## config.mk

```make
export PLATFORM = sky130hd
export DESIGN_NAME = pmem_burst_adapter
export DESIGN_NICKNAME = d
export VERILOG_FILES = /design/src/rtl/pmem_burst_adapter.sv
export SDC_FILE = /design/constraint.sdc
export NUM_CORES = 2
export LEC_CHECK = 0
export CELL_PAD_IN_SITES_DETAIL_PLACEMENT = 0
export CELL_PAD_IN_SITES_GLOBAL_PLACEMENT = 1
export CORE_MARGIN = 4
export CORE_UTILIZATION = 37
export DETAILED_ROUTE_END_ITERATION = 7
export PLACE_DENSITY_LB_ADDON = 0.1
export SYNTH_ARGS = -nofsm -noshare
export SYNTH_HDL_FRONTEND = slang
export SYNTH_SLANG_ARGS = --single-unit
export TNS_END_PERCENT = 20
```

## constraint.sdc

```tcl
create_clock -name clk -period 2.7 [get_ports clk]
set_clock_uncertainty 0.15 [all_clocks]
set_input_delay 0.27 -clock clk [delete_from_list [all_inputs] [get_ports clk]]
set_output_delay 0.27 -clock clk [all_outputs]
set_load 0.005 [all_outputs]
```

## src/rtl/pmem_burst_adapter.sv

```systemverilog
// Cache-line to narrow-burst adapter: latches one 256-bit line request and moves
// it as ascending BEAT_WIDTH beats, returning a one-cycle pmem_resp at the end.
module pmem_burst_adapter #(
  parameter int LINE_WIDTH = 256,
  parameter int BEAT_WIDTH = 64
) (
  input  logic                  clk,
  input  logic                  rst,
  input  logic                  pmem_read,
  input  logic                  pmem_write,
  input  logic [31:0]           pmem_address,
  input  logic [LINE_WIDTH-1:0] pmem_wdata,
  output logic                  pmem_resp,
  output logic [LINE_WIDTH-1:0] pmem_rdata,
  output logic                  mem_read,
  output logic                  mem_write,
  output logic [31:0]           mem_address,
  output logic [BEAT_WIDTH-1:0] mem_wdata,
  input  logic                  mem_resp,
  input  logic [BEAT_WIDTH-1:0] mem_rdata
);

  // state    | meaning
  // ST_IDLE  | waiting for a line request; read wins if both are raised
  // ST_READ  | collecting read beats from the memory side
  // ST_WRITE | presenting write beats from the latched line
  // ST_DONE  | one-cycle pmem_resp, then back to idle

  localparam int BEATS     = LINE_WIDTH / BEAT_WIDTH;
  localparam int BEAT_BITS = $clog2(BEATS);

  typedef enum logic [1:0] {
    ST_IDLE,
    ST_READ,
    ST_WRITE,
    ST_DONE
  } state_t;

  state_t                state_q, state_d;
  logic [BEAT_BITS-1:0]  beat_q;
  logic                  last_beat;
  logic                  accept;
  logic                  beat_done;
  logic [31:0]           addr_q;
  logic [LINE_WIDTH-1:0] wline_q;
  logic [LINE_WIDTH-1:0] rbuf_q;
  logic [LINE_WIDTH-1:0] rdata_q;
  logic [LINE_WIDTH-1:0] rline_d;
  logic [BEAT_WIDTH-1:0] wdata_sel;

  assign last_beat = (beat_q == BEAT_BITS'(BEATS - 1));
  assign accept    = (state_q == ST_IDLE) && (pmem_read || pmem_write);
  assign beat_done = ((state_q == ST_READ) || (state_q == ST_WRITE)) && mem_resp;

  always_ff @(posedge clk) begin
    if (rst) begin
      state_q <= ST_IDLE;
    end else begin
      state_q <= state_d;
    end
  end

  always_comb begin
    state_d = state_q;
    case (state_q)
      ST_IDLE: begin
        if (pmem_read) begin
          state_d = ST_READ;
        end else if (pmem_write) begin
          state_d = ST_WRITE;
        end
      end
      ST_READ: begin
        if (mem_resp && last_beat) begin
          state_d = ST_DONE;
        end
      end
      ST_WRITE: begin
        if (mem_resp && last_beat) begin
          state_d = ST_DONE;
        end
      end
      ST_DONE: state_d = ST_IDLE;
      default: state_d = ST_IDLE;
    endcase
  end

  // Beat mux for the outgoing write slice and merge of the incoming read slice.
  always_comb begin
    wdata_sel = '0;
    rline_d   = rbuf_q;
    for (int i = 0; i < BEATS; i++) begin
      if (beat_q == BEAT_BITS'(i)) begin
        wdata_sel                           = wline_q[i*BEAT_WIDTH +: BEAT_WIDTH];
        rline_d[i*BEAT_WIDTH +: BEAT_WIDTH] = mem_rdata;
      end
    end
  end

  always_ff @(posedge clk) begin
    if (rst) begin
      beat_q  <= '0;
      addr_q  <= '0;
      wline_q <= '0;
      rbuf_q  <= '0;
      rdata_q <= '0;
    end else begin
      if (accept) begin
        addr_q <= pmem_address & ~32'h0000_001f;
        beat_q <= '0;
        if (!pmem_read) begin
          wline_q <= pmem_wdata;
        end
      end
      if (beat_done) begin
        beat_q <= last_beat ? '0 : beat_q + BEAT_BITS'(1);
        if (state_q == ST_READ) begin
          rbuf_q <= rline_d;
          // Visible read data only changes once the whole line has arrived.
          if (last_beat) begin
            rdata_q <= rline_d;
          end
        end
      end
    end
  end

  assign pmem_resp   = (state_q == ST_DONE);
  assign pmem_rdata  = rdata_q;
  assign mem_read    = (state_q == ST_READ);
  assign mem_write   = (state_q == ST_WRITE);
  assign mem_address = addr_q;
  assign mem_wdata   = (state_q == ST_WRITE) ? wdata_sel : '0;

endmodule
```

==> Word-level counts from Yosys, hierarchy flattened <==
Cells that the tools add are included.
{ "classes": {"add_sub_neg": 1, "reduce_logical": 13, "n_eq_ne": 8, "bitwise_logic": 1, "mux": 16} }
{ "op_table": {"columns": ["operator", "n"], "rows": [
  ["2-to-1 mux 64 bit", 9],
  ["2-to-1 mux 2 bit", 6],
  ["equality test 2 bit (second input constant)", 4],
  ["case mux 2 bit (3 select lines)", 1],
  ["AND reduction 2 bit", 3],
  ["equality test 2 x 1 -> 1 bit (second input constant)", 2],
  ["logical NOT 2 bit", 2],
  ["logical AND 1 bit", 3],
  ["inequality test 3 bit (second input constant)", 1],
  ["AND reduction 3 bit", 1],
  ["adder 2 x 1 -> 2 bit (second input constant)", 1],
  ["logical OR 1 bit", 2],
  ["inequality test 2 x 1 -> 1 bit (second input constant)", 1],
  ["nonzero test 2 bit", 1],
  ["OR reduction 2 bit", 1],
  ["NOT 1 bit", 1]
]} }
{ "word_totals": {"register_bits": 799, "elab_cells": 45, "inputBits": 357} }

==> Depth between registers and ports, before layout <==
{ "depth": {"word_depth": 6, "depth_mapped": 9, "depth_no_buf": 5} }

==> Worst setup path after synthesis <==
Ideal clock, no wire load.
{ "synth_timing": {"kind": "flip-flop to output port", "startpoint": "reg beat_q[1]", "endpoint": "out mem_wdata[56]", "n_path_buf": 3, "stages_incl_launch_ff": 9, "arrival_ns": 1.497, "slack_ns": 0.783, "cell_sequence": "dfxtp_1 -> inv_1 -> ha_1 -> clkbuf_2 -> nor2b_1 -> buf_2 -> buf_2 -> a221oi_1 -> o31ai_1"} }
{ "synth_between": {"elab_chain_cells": 6, "word_cells_on_any_way": 9, "classes_between": "eq/ne (3); mux (5); reduce/logical (1)"} }
{ "synth_rtl": {"columns": ["item", "line", "rtl"], "rows": [
  ["start: declaration", "40", "logic [BEAT_BITS-1:0] beat_q;"],
  ["start signal: assignment", "116", "beat_q <= last_beat ? '0 : beat_q + BEAT_BITS'(1);"],
  ["logical NOT 2 bit", "93", "if (beat_q == BEAT_BITS'(i)) begin"],
  ["2-to-1 mux 64 bit (3 in series)", "93", null],
  ["2-to-1 mux 64 bit (*)", "93", null],
  ["2-to-1 mux 64 bit (*)", "133", "assign mem_wdata = (state_q == ST_WRITE) ? wdata_sel : '0;"],
  ["end: declaration", "18", "output logic [BEAT_WIDTH-1:0] mem_wdata,"]
]} }
Mark *: on every way between the ends. The rest lies on a longest branch, timed or not.

==> Worst setup path in the final report <==
{ "layout_timing": {"startpoint": "reg beat_q[0]", "endpoint": "out mem_wdata[20]"} }
Same word-level chain as after synthesis.

==> metrics.cfg <==
[power_and_ir_drop]
power_density_nw_per_um2=717
power.total_uw=29900
power_frac_seq_pct=39.9
switching_part_of_the_total_power_pct=29.9
comb_power_share_pct=22.6
internal_power_uw=21000
net-switching-power_uw=8940
p_leak_uw=0.0142
pwr-share-clk_pct=37.5
max-vdd-ir-drop_uv=472

[layout]
syn_to_final_growth_pct=38.0
layoutNonFillerInstCount=5284
fraction_of_layout_cells_with_a_size_suffix_above_1_pct=13.3
final-seq-area_um2=14700
final_nets=4511
multiInputGateArea_um2=14300
layout.filler_cells=7771

[clocking]
cts_max_path_buffers=3
cts_sinks=735
tritoncts=done
cts_inserted_buffers=84
htree_num_levels=3
worst_setup_hold_path_clk_slew_ns=0.06
worst_skew_pair.late_latency_ns=0.62
cts-root-buf=sky130_fd_sc_hd__clkbuf_16

[yosys]
asyncSetResetFlopFracSynth_pct=0
synthTopCellsByArea=sky130_fd_sc_hd__dfxtp_1 (49%), sky130_fd_sc_hd__nand2_1 (13%), sky130_fd_sc_hd__a21oi_1 (9.0%)
ys_seq_elements=735
synth_cells=3616
synth.top_cells.by_count=sky130_fd_sc_hd__nand2_1 (1079), sky130_fd_sc_hd__dfxtp_1 (735), sky130_fd_sc_hd__a21oi_1 (541), sky130_fd_sc_hd__clkbuf_1 (197), sky130_fd_sc_hd__nor2_1 (194)
synth_area_um2=30300
synth_area_leader=sky130_fd_sc_hd__dfxtp_1
yosysSeqAreaShare_pct=48.6
ys_types=35
ys.warnings.count=0
synthesis.area_per_instance_um2=8.37
number_of_enable_flip_flop_cells_after_synthesis=0
most_common_flop_cell_mapped_by_yosys=sky130_fd_sc_hd__dfxtp_1
synth_top_cell_area_share_pct=48.6
post-synth-top-count-cell=sky130_fd_sc_hd__nand2_1

[die]
initial_utilization_pct=37.4
pin_count=712
floorplan.rows=104
die_height_um=294
design.die.area_um2=86400
floorplan.core_area_um2=80800
die_width_um=294

[hold_path]
worst_hold_path.endpoint=wline_q[185]
hold_depth=3
holdCritStartpoint=pmem_wdata[185]
worst_hold_path_type=input pin to flop

[setup_path]
worstPathArrival_ns=2.30
cpPeakStageDelay_ns=0.33
timing_worst_setup_path_type=flop to output pin
timing.reg2reg.setup_slack_ns=0.13
standard_cell_with_the_maximum_stage_delay_on_the_critical_path=sky130_fd_sc_hd__dfxtp_2
r2r-start=beat_q[0]
r2r.worst_path.cells=9
timing.critical_path.from_type=flop
crit_chain=buf_6 -> ha_4 -> nor2b_4 -> buf_12 -> buf_16 -> buf_8 -> a221oi_2 -> o31ai_1 -> buf_2
cp_data_required_time_ns=2.28
critPathCaptureType=output pin
critical_path.max_fanout=8
worstReg2RegEnd=rbuf_q[103]

[grt]
grt_overflow_total=0
grt_pass1_wl_mm=165
grt_use_total_pct=24.8
grt_start_max_net_pins=96
grt_antenna_before_repair=24
grt_pass1_vias=25412

[sta]
timing.slew.headroom_pct=41.7
final_min_period_over_clock_period_pct=101
report.final.setup_viol=3
tightestPinTransition_ns=0.874
drv_slew=0
final_hold_violations=0
finalWorstSetupSlack_ns=-0.0182
rsz_0062_raised_after_global_routing=true
timing.setup.tns_ns=-0.0208
maxClockFrequency_ghz=0.368
timing.hold.ws_ns=0.0424
final_critical_delay_including_setup_and_external_delays_ns=2.72

[drt]
detailedRoute.firstPassIterationCount=5
detail-route-antenna-nets=0
detail_route.wirelength_mm=113
routed_wire_length_per_instance_um=21.4
detail_route.iter0.violations=1559
via_density=5.11
via_count=26983
post-route-drc-count=0

[outcome]
violations_in_the_final_reports=setup timing
status=complete, but fails checks

[place]
dp_cells=5092
buffer_ports.inserted=701
dpl_worst_slack_ns=0.125
dp_hpwl_mm=72.7
place_congestion=0.824

[run]
drv_cap=0

logic make-up after synthesis:
kind of cell	Yosys count	share of synthesized area, %
and+or+nand+nor	1417	18.5
AOI/OAI and AO/OA	869	20.0
DFF	735	48.6
buffers and inverters	392	6.02
muxes	193	6.39
adders and majority gates	9	0.372
other	1	0.0124
state kept, by name (all words and copies together), names as in the netlist:
| signal | count |
|---|---|
| pmem_rdata | 256 |
| wline_q | 256 |
| rbuf_q | 192 |
| mem_address | 27 |
| beat_q | 2 |
| state_q | 2 |
area by class of cell:
class,instances,share of cell area (%)
sequential,735,35.3
inverter,5,0.0510
multi-input combinational,2493,34.2
timing repair buffer,826,20.7
clock inverter,17,0.384
antenna,15,0.0899
tap,1060,3.18
clock buffer,133,6.10
worst max-delay path, delay by kind of cell (launching register included):
kind	cells	cell delay (ns)
flops	1	0.33
fa+ha+maj	1	0.17
compound gates	2	0.27
simple gates	1	0.15
buf+inv	5	0.74
through the flow:
stage / utilization [%] / cell area [um^2]
6_report: 51.6 / 41700
4_1_cts: 51.5 / 41600
3_3_place_gp: 47.4 / 38300
2_1_floorplan: - / 30300
3_5_place_dp: 47.4 / 38300
5_1_grt: 51.6 / 41700
cell usage in the layout (no fill, tap or decap), types with 5 or more instances in the layout:
| cell | n |
|---|---|
| sky130_fd_sc_hd__buf_16 | 10 |
| sky130_fd_sc_hd__buf_4 | 47 |
| sky130_fd_sc_hd__clkbuf_1 | 23 |
| sky130_fd_sc_hd__a211oi_1 | 29 |
| sky130_fd_sc_hd__buf_6 | 8 |
| sky130_fd_sc_hd__conb_1 | 5 |
| sky130_fd_sc_hd__a221oi_2 | 41 |
| sky130_fd_sc_hd__a221oi_1 | 19 |
| sky130_fd_sc_hd__o31ai_2 | 14 |
| sky130_fd_sc_hd__dfxtp_1 | 733 |
| sky130_fd_sc_hd__nor2_1 | 194 |
| sky130_fd_sc_hd__nand2_1 | 1079 |
| sky130_fd_sc_hd__buf_8 | 6 |
| sky130_fd_sc_hd__clkbuf_8 | 26 |
| sky130_fd_sc_hd__buf_12 | 46 |
| sky130_fd_sc_hd__clkbuf_16 | 86 |
| sky130_fd_sc_hd__o31ai_1 | 48 |
| sky130_fd_sc_hd__a211oi_2 | 163 |
| sky130_fd_sc_hd__diode_2 | 15 |
| sky130_fd_sc_hd__nor2b_1 | 62 |
| sky130_fd_sc_hd__buf_2 | 62 |
| sky130_fd_sc_hd__clkdlybuf4s50_1 | 636 |
| sky130_fd_sc_hd__ha_4 | 5 |
| sky130_fd_sc_hd__a21oi_1 | 541 |
| sky130_fd_sc_hd__nand3_1 | 66 |
| sky130_fd_sc_hd__mux2i_1 | 192 |
| sky130_fd_sc_hd__dlygate4sd3_1 | 5 |
| sky130_fd_sc_hd__clkinv_2 | 9 |
power by group through the flow:
stage,Sequential [uW],Combinational [uW],Clock [uW]
3_3_place_gp,12100,5770,0
6_report,11900,6770,11200
3_5_place_dp,12100,5800,0
2_1_floorplan,12000,3270,0
5_1_grt,12000,7240,11900
4_1_cts,11900,6800,11500
repair_timing:
action	CTS	global route
resized for setup	374	26
cloned	12	2
buffers inserted	11	3
endpoints found under the hold margin	40	0
setup endpoints to repair	64	107
pin swaps	47	23
hold buffers	5	0
routing by layer:
layer / up-vias / wire, um / GRT usage [%] / share of wire, %
met4: 18 / 3660 / 9.15 / 3.2
li1: 13234 / - / - / -
met1: 12826 / 48600 / 31.9 / 43
met5: - / 115 / 0 / 0.10
met3: 183 / 7740 / 6.64 / 6.8
met2: 722 / 53200 / 40.3 / 47
how the worst max path moves through the flow:
stage | start | endpoint | slack (ns) | cells after the start
4_1_cts | beat_q[1] | mem_wdata[36] | -0.09 | 6
2_1_floorplan | beat_q[1] | mem_wdata[56] | 0.78 | 8
3_5_place_dp | beat_q[0] | pmem_rdata[51] | 0.12 | 6
5_1_grt | beat_q[0] | mem_wdata[62] | -0.12 | 8
6_report | beat_q[0] | mem_wdata[20] | -0.02 | 9
3_3_place_gp | beat_q[0] | mem_wdata[32] | 0.15 | 8
No activity file was read; power rests on OpenSTA's default activity.
